===== config.mk =====
export PLATFORM = sky130hd
export DESIGN_NAME = ysyx_220053_lsu
export DESIGN_NICKNAME = d
export VERILOG_FILES = /design/src/rtl/ysyx_220053_lsu.sv
export SDC_FILE = /design/constraint.sdc
export NUM_CORES = 1
export LEC_CHECK = 0
export BUFFER_PORTS_ARGS = -buffer_cell sky130_fd_sc_hd__buf_4
export CORE_MARGIN = 4
export CORE_UTILIZATION = 45
export CTS_BUF_LIST = sky130_fd_sc_hd__clkbuf_16
export CTS_CLUSTER_DIAMETER = 150
export DETAILED_ROUTE_END_ITERATION = 10
export GPL_TIMING_DRIVEN = 0
export PLACE_DENSITY = 0.81
export SETUP_SLACK_MARGIN = 0.15
export SYNTH_ARGS = -nofsm -noshare
export SYNTH_HDL_FRONTEND = slang
export SYNTH_SLANG_ARGS = --single-unit

===== constraint.sdc =====
create_clock -name clk -period 2.3 [get_ports clk]
set_clock_uncertainty 0.1 [all_clocks]
set_input_delay 0.345 -clock clk [delete_from_list [all_inputs] [get_ports clk]]
set_output_delay 0.345 -clock clk [all_outputs]
set_load 0.005 [all_outputs]

===== src/rtl/ysyx_220053_lsu.sv =====
// Load/store unit: one outstanding request, valid/ready handshakes on the EXU and memory sides.
// Handles byte-lane alignment, write masks, load extension and misaligned/illegal detection.
module ysyx_220053_lsu #(
    parameter int XLEN   = 64,
    parameter int ADDR_W = 64
) (
    input  logic                clk,
    input  logic                rst,
    input  logic                req_valid,
    output logic                req_ready,
    input  logic                req_wen,
    input  logic [2:0]          req_op,
    input  logic [ADDR_W-1:0]   req_addr,
    input  logic [XLEN-1:0]     req_wdata,
    output logic                resp_valid,
    input  logic                resp_ready,
    output logic [XLEN-1:0]     resp_rdata,
    output logic                resp_err,
    output logic                mem_valid,
    input  logic                mem_ready,
    output logic                mem_wen,
    output logic [ADDR_W-1:0]   mem_addr,
    output logic [XLEN-1:0]     mem_wdata,
    output logic [XLEN/8-1:0]   mem_wmask,
    input  logic [XLEN-1:0]     mem_rdata
);

    localparam int NB     = XLEN / 8;
    localparam int OFFW   = $clog2(NB);
    localparam bit NARROW = (XLEN == 32);

    typedef enum logic [1:0] {
        S_IDLE,
        S_REQ,
        S_RESP,
        S_ERR
    } state_t;

    state_t           state;
    logic [2:0]       op_q;
    logic [OFFW-1:0]  off_q;

    logic [OFFW-1:0]  req_off;
    logic [3:0]       req_bytes;
    logic [NB-1:0]    size_mask;
    logic [NB-1:0]    req_wmask;
    logic [XLEN-1:0]  req_wshift;
    logic             req_illegal;
    logic             req_misaligned;

    assign req_off = req_addr[OFFW-1:0];

    // NOTE: every signal driven in always_comb gets a default first, so no path can infer a latch.
    always_comb begin
        req_bytes = 4'd8;
        size_mask = '1;
        case (req_op[1:0])
            2'b00:   begin req_bytes = 4'd4; size_mask = NB'(15); end
            2'b01:   begin req_bytes = 4'd1; size_mask = NB'(1);  end
            2'b10:   begin req_bytes = 4'd2; size_mask = NB'(3);  end
            default: begin req_bytes = 4'd8; size_mask = '1;      end
        endcase
    end

    // op[2] selects zero-extension on loads only; a store with 111 is a plain doubleword.
    assign req_illegal    = (!req_wen && req_op == 3'b111) || (NARROW && req_op[1:0] == 2'b11);
    assign req_misaligned = (req_off & OFFW'(req_bytes - 4'd1)) != '0;
    assign req_wmask      = req_wen ? (size_mask << req_off) : '0;
    assign req_wshift     = req_wdata << {req_off, 3'b000};

    logic [XLEN-1:0]  rd_shift;
    logic [63:0]      rd_wide;
    logic [63:0]      rd_ext;
    logic             rd_sext;
    logic [XLEN-1:0]  load_data;

    // Widen to 64 bits first so the same extension logic serves both data widths.
    assign rd_shift = mem_rdata >> {off_q, 3'b000};
    assign rd_wide  = 64'(rd_shift);
    assign rd_sext  = !op_q[2];

    always_comb begin
        rd_ext = rd_wide;
        case (op_q[1:0])
            2'b01:   rd_ext = {{56{rd_sext & rd_wide[7]}},  rd_wide[7:0]};
            2'b10:   rd_ext = {{48{rd_sext & rd_wide[15]}}, rd_wide[15:0]};
            2'b00:   rd_ext = {{32{rd_sext & rd_wide[31]}}, rd_wide[31:0]};
            default: rd_ext = rd_wide;
        endcase
    end

    assign load_data = rd_ext[XLEN-1:0];

    // NOTE: sequential state uses non-blocking assignments so every register samples pre-edge values.
    always_ff @(posedge clk) begin
        if (rst) begin
            state      <= S_IDLE;
            req_ready  <= 1'b1;
            resp_valid <= 1'b0;
            resp_err   <= 1'b0;
            resp_rdata <= '0;
            mem_valid  <= 1'b0;
            mem_wen    <= 1'b0;
            mem_addr   <= '0;
            mem_wdata  <= '0;
            mem_wmask  <= '0;
            op_q       <= '0;
            off_q      <= '0;
        end else begin
            case (state)
                S_IDLE: begin
                    if (req_valid) begin
                        req_ready <= 1'b0;
                        op_q      <= req_op;
                        off_q     <= req_off;
                        if (req_illegal || req_misaligned) begin
                            state      <= S_ERR;
                            resp_valid <= 1'b1;
                            resp_err   <= 1'b1;
                            resp_rdata <= '0;
                        end else begin
                            state     <= S_REQ;
                            mem_valid <= 1'b1;
                            mem_wen   <= req_wen;
                            mem_addr  <= {req_addr[ADDR_W-1:OFFW], OFFW'(0)};
                            mem_wdata <= req_wshift;
                            mem_wmask <= req_wmask;
                        end
                    end
                end
                S_REQ: begin
                    if (mem_ready) begin
                        state      <= S_RESP;
                        mem_valid  <= 1'b0;
                        mem_wen    <= 1'b0;
                        mem_wmask  <= '0;
                        resp_valid <= 1'b1;
                        resp_err   <= 1'b0;
                        resp_rdata <= mem_wen ? '0 : load_data;
                    end
                end
                S_RESP, S_ERR: begin
                    if (resp_ready) begin
                        state      <= S_IDLE;
                        resp_valid <= 1'b0;
                        resp_err   <= 1'b0;
                        resp_rdata <= '0;
                        req_ready  <= 1'b1;
                    end
                end
                default: state <= S_IDLE;
            endcase
        end
    end

endmodule

== After elaboration in Yosys (flattened, before gate mapping) ==
Cells that the tools add are included.

* $add $sub $neg: 1
* Equality and inequality tests: 13
* Shifts and indexed selects: 3
* Muxes and demuxes: 35
* Bitwise logic cells: 5
* Reductions and logical operators: 17

{| class="wikitable"
|+ Operators by type and width
! kind !! number
|-
| $pmux 64 s3 || 2
|-
| $mux 64 || 5
|-
| $shl 64x6->64 || 1
|-
| $shr 64x6->64 || 1
|-
| $mux 8 || 4
|-
| $pmux 8 s3 || 1
|-
| $pmux 8 s2 || 1
|-
| $mux 1 || 11
|-
| $ne 2x2->1 const B || 5
|-
| $pmux 3 s3 || 1
|-
| $reduce_and 3->1 || 3
|-
| $eq 2x2->1 const B || 4
|-
| $mux 2 || 4
|-
| $reduce_and 4->1 || 2
|-
| $shl 8x3->8 || 1
|-
| $eq 2x1->1 const B || 3
|-
| $logic_not 2->1 || 3
|-
| $pmux 1 s2 || 3
|-
| $pmux 1 s3 || 2
|-
| $pmux 2 s3 || 1
|-
| $reduce_bool 2->1 || 2
|-
| $and 1x1->1 || 3
|-
| $and 3x3->3 || 1
|-
| $eq 3x3->1 const B || 1
|-
| 8 further kinds || 9
|}

* Bits in registers: 210
* Output and inout port bits: 205
* Word-level logic and storage cells: 86

== Depth between registers and ports, before layout ==
* Depth in word-level cells: 9
* Depth in mapped cells: 9

== Worst setup path after synthesis ==
No wires, ideal clock.

* Path type: register -> register
* From: reg off_q[1]
* To: reg resp_rdata[40]
* Arrival: 2216 ps
* Data required time: 2083 ps
* Setup slack: -133 ps
* Stages on the path, launching flop included: 9
* Path buffers: 3
* Path through: dfxtp_1 > mux2_2 > mux4_2 > a2bb2o_4 > buf_6 > o31a_1 > buf_6 > buf_6 > a22o_1

* Cells in the longest elaborated chain, start to end: 6
* Elaborated cells between the ends (all ways): 8
* Classes of those cells: 1 x shift; 4 x mux; 3 x bitwise

{| class="wikitable"
|+ Ends and longest elaborated chain
! element !! RTL line !! source
|-
| from (decl) || 41 || <nowiki>logic [OFFW-1:0] off_q;</nowiki>
|-
| from (signal assigned) || 115 || <nowiki>off_q <= req_off;</nowiki>
|-
| $shr 64x6->64 * || 78 || <nowiki>assign rd_shift = mem_rdata >> {off_q, 3'b000};</nowiki>
|-
| $and 1x1->1 (on tied branches) || 87, 85, 86 ||
|-
| $pmux 64 s3 * || 84 || <nowiki>case (op_q[1:0])</nowiki>
|-
| $mux 64 * || 139 || <nowiki>resp_rdata <= mem_wen ? '0 : load_data;</nowiki>
|-
| $mux 64 * || 132 || <nowiki>if (mem_ready) begin</nowiki>
|-
| $pmux 64 s3 * || 110 || <nowiki>case (state)</nowiki>
|-
| to (signal assigned) || 139 ||
|-
| to (decl) || 17 || <nowiki>output logic [XLEN-1:0] resp_rdata,</nowiki>
|}

Every way passes the cells marked *; elsewhere a longest branch is shown, timed or not. The select of a mux whose other input is x is not followed.
A chain may end at the register's enable or synchronous reset.

== Final worst setup path ==
* From: reg off_q[1]
* To: reg resp_rdata[51]

The elaborated chain is that of the path after synthesis.

==> impl_summary.log <==
[metrics] violations in the final reports: setup timing
[metrics] Synth Register Bits: 210
[metrics] most used flip-flop cell after synthesis: sky130_fd_sc_hd__dfxtp_1
[metrics] initial detailed-routing violation count: 1368
[metrics] top cells by area in the synthesized netlist: sky130_fd_sc_hd__dfxtp_1 39%, sky130_fd_sc_hd__a21oi_1 7.8%, sky130_fd_sc_hd__nand2_1 7.3%, sky130_fd_sc_hd__mux2_2 6.5%, sky130_fd_sc_hd__mux4_2 5.6%
[metrics] worst supply voltage drop on vdd: 0.000544 V
[metrics] maximum number of pins on one net before global-route repair: 14
[metrics] relative area change from synthesis to final layout: 50.2%
[metrics] detailed-route wire length per cell: 24.6 um
[metrics] total track usage: 36.9%
[metrics] Worst Setup Slack post-DPL: -857 ps
[metrics] CTS tree: yes
[metrics] sum of internal, switching and leakage power: 10.4 mW
[metrics] critical path class: reg2reg
[metrics] crit share post-route: 109%
[metrics] largest delay contributor family on the critical path: multiplexers
[metrics] overall overflow remaining after global route: 0
[metrics] total wirelength of the detailed-routed design: 52300 um
[metrics] share of synthesized flip-flops with an asynchronous set or reset: 0%
[metrics] Core Footprint: between 20000 and 25000 um^2
[metrics] cell type with the highest aggregate area in the netlist: sky130_fd_sc_hd__dfxtp_1
[metrics] Least-Margin Pin Slew: roughly 1200 ps
[metrics] I/O Pins: 406
[metrics] number of H-tree levels: 1
[metrics] maximum clock insertion buffer count: 3
[metrics] final standard cell area without fillers: between 15000 and 20000 um^2
[metrics] Clock transition at path regs: 60 ps
[metrics] number of global-route vias before repair: ~13k
[metrics] Cell Rows: 56
[metrics] DIE AREA: 26700 um^2
[metrics] first-pass detailed-route iteration total: 6
[metrics] total vias in the final route: around 13k
[metrics] Chip Height: around 160 um
[metrics] syn avg cell area: about 8.5 um^2
[metrics] final RePlAce weighted congestion: about 1
[metrics] cell area after placement: 14300 um^2
[metrics] width of the die: around 160 um
[metrics] first-pass GRT wire length: 76100 um
[metrics] data arrival at the endpoint of the critical path: 2820 ps
[metrics] stage delay of the slowest cell on the critical path: 500 ps
[metrics] area share of the largest cell type after synthesis: between 30% and 40%
[metrics] number of filler cells placed in the layout: 1934
[metrics] sequential cell area in the final layout: roughly 4200 um^2
[metrics] final core occ: 69.2%
[metrics] min Tclk post-route: 2500 ps
[metrics] Static Leakage: 6.93 nW
[metrics] CP Data Required Time: 2610 ps
[metrics] Post-synth EDFFs: 0
[metrics] via density per instance: 6.03
[metrics] number of buffers created by CTS: 24
[metrics] initial cell density of the core: 46.1%
[metrics] # Max-Cap Violations: 0
[metrics] synth unique cells: 53
[metrics] type of the tightest min-delay check: in2reg
[metrics] cell with the most instances after synthesis: sky130_fd_sc_hd__nand2_1
[metrics] cell count after placement: about 2.0k
[metrics] number of routed nets with antenna violations: 0
[metrics] RSZ-0062 raised after global routing: yes
[metrics] Setup crit start kind: flip-flop
[metrics] crit path buf inv count: 3
[metrics] top cell types by occurrence after synthesis: 212 x sky130_fd_sc_hd__nand2_1, 210 x sky130_fd_sc_hd__dfxtp_1, 170 x sky130_fd_sc_hd__a21oi_1, 98 x sky130_fd_sc_hd__nor2_1, 87 x sky130_fd_sc_hd__clkbuf_1
[metrics] count of buffers from port buffering: 401
[metrics] cell seen most often among critical-path stages: sky130_fd_sc_hd__buf_8
[metrics] number of endpoints failing setup at the final stage: 42
[metrics] placed wire-length estimate: ~40000 um
[metrics] critical-path maximum fanout: 5
[metrics] combined area of the multi-input logic cells: 6460 um^2
[metrics] initial antenna violation count: 0
[metrics] setup ws final: -202 ps
[metrics] Post-Layout Cell Count: 2127
[metrics] number of remaining DRC errors: 0
[metrics] Warnings, synthesis: 0
[metrics] final hold vios: 0
[metrics] clock sink count: 210
[metrics] number of antenna diodes: 0
[metrics] Relative slew margins: 20.8%
[metrics] CP max stage cell: sky130_fd_sc_hd__mux4_2
[metrics] Min Hold Slack: 20.8 ps
[metrics] total power per unit cell area: 635 nW/um^2
[metrics] aggregate negative setup slack: -5020 ps
[metrics] final number of max-transition violations: 0
[metrics] Max Freq: approximately 400 MHz
[metrics] layout cell share with drive strength beyond 1: 37.0%
[metrics] clk_lat worst skew: 520 ps
[metrics] result of the run: finished with violations
[metrics] number of nets in the layout: 1995
[metrics] post-synthesis instance area: 10900 um^2
[metrics] critical path cell sequence: mux2_4 > mux4_2 > a2bb2o_4 > buf_8 > o31a_1 > buf_6 > buf_8 > a22o_1
[metrics] clock tree root driver cell: sky130_fd_sc_hd__clkbuf_16
[metrics] post-synthesis sequential area ratio: 38.7%
[metrics] Critical Path End Type: flip-flop
[metrics] Syn Inst Count: approximately 1.3k
[metal layers]
| layer | wire, um | vias up | global-route usage (%) |
|---|---|---|---|
| met5 | 0 | - | 0 |
| met3 | 5240 | 221 | 7.85 |
| li1 | - | 5638 | - |
| met1 | 19000 | 6033 | 44.2 |
| met4 | 3200 | 0 | 20.0 |
| met2 | 24800 | 939 | 61.8 |
[logic make-up after synthesis]
group | count (synthesis) | synth area share, %
DFF | 210 | 38.7
adders and majority gates | 3 | 0.345
other | 1 | 0.0345
buffers and inverters | 127 | 4.84
AOI/OAI and AO/OA | 382 | 22.3
and+or+nand+nor | 414 | 16.4
muxes | 148 | 17.5
[cell type report]
| class | instances | share of cell area, % |
|---|---|---|
| well taps | 319 | 2.44 |
| inverters | 12 | 0.306 |
| repair buffers | 478 | 23.1 |
| clock buffers | 24 | 3.68 |
| multi-input cells | 950 | 39.6 |
| plain buffers | 115 | 4.20 |
| clock inverters | 19 | 0.950 |
| flip-flops and latches | 210 | 25.8 |
[worst min-delay path: stages]
cell and delay [ps]:
sky130_fd_sc_hd__buf_4 110, sky130_fd_sc_hd__nand2_1 60, sky130_fd_sc_hd__a21oi_1 60
[what timing repair did]
action                     in CTS  in global routing
setup buffers                  11                  3
hold endpoints to repair       61                  0
gates cloned                    2                  0
resized for setup             114                 68
pin swaps                      16                  5
setup endpoints to repair     194                189
hold buffers                   61                  0
[registers in the layout, summed over array words and instances (netlist names)]
register and flops:
mem_wdata 64, resp_rdata 64, mem_addr 61, mem_wmask 8, off_q 3, op_q 3
state 2, mem_valid 1, mem_wen 1, req_ready 1, resp_err 1, resp_valid 1
[power breakdown]
| part | leakage [nW] | internal (mW) | switching (mW) |
|---|---|---|---|
| sequential | 1.71 | 3.83 | 0.131 |
| combinational | 4.84 | 1.23 | 1.46 |
| clock | 0.386 | 2.13 | 1.59 |
| total | 6.93 | 7.19 | 3.19 |
[placed cells by master, fill, tap and decap left out, types with 5 or more instances in the layout]
cell,n
sky130_fd_sc_hd__a22oi_1,20
sky130_fd_sc_hd__dlygate4sd3_1,61
sky130_fd_sc_hd__clkbuf_16,25
sky130_fd_sc_hd__buf_6,11
sky130_fd_sc_hd__nand2b_1,13
sky130_fd_sc_hd__or3_1,10
sky130_fd_sc_hd__nand3_1,21
sky130_fd_sc_hd__a211oi_1,37
sky130_fd_sc_hd__mux2_2,60
sky130_fd_sc_hd__a21o_1,12
sky130_fd_sc_hd__nor2_1,93
sky130_fd_sc_hd__clkbuf_4,7
sky130_fd_sc_hd__o2bb2ai_1,14
sky130_fd_sc_hd__clkbuf_2,23
sky130_fd_sc_hd__a22o_1,22
sky130_fd_sc_hd__mux2i_1,50
sky130_fd_sc_hd__inv_1,10
sky130_fd_sc_hd__a311oi_1,8
sky130_fd_sc_hd__nand3b_1,6
sky130_fd_sc_hd__mux2i_4,5
sky130_fd_sc_hd__clkbuf_1,44
sky130_fd_sc_hd__dfxtp_1,209
sky130_fd_sc_hd__nor2b_1,19
sky130_fd_sc_hd__clkinv_2,12
sky130_fd_sc_hd__o21ai_1,11
sky130_fd_sc_hd__nand2_1,212
sky130_fd_sc_hd__a21oi_1,168
sky130_fd_sc_hd__a221o_1,8
sky130_fd_sc_hd__nor3_2,7
sky130_fd_sc_hd__o21ai_0,40
sky130_fd_sc_hd__buf_4,422
sky130_fd_sc_hd__nor3_1,16
sky130_fd_sc_hd__mux4_2,27
sky130_fd_sc_hd__buf_2,13
[worst paths after layout]
| path | from | end | slack (ps) | depth (start not counted) |
|---|---|---|---|---|
| max | off_q[1]$_SDFFE_PP0P_ | resp_rdata[51]$_SDFFE_PP0P_ | -200 | 8 |
| max reg2reg | off_q[1]$_SDFFE_PP0P_ | resp_rdata[51]$_SDFFE_PP0P_ | -200 | 8 |
| min reg2reg | mem_wdata[17]$_SDFFE_PP0P_ | mem_wdata[17]$_SDFFE_PP0P_ | 350 | 2 |
| min | req_addr[10] | mem_addr[10]$_SDFFE_PP0P_ | 20 | 3 |
Power figures use the tool's default switching activity.
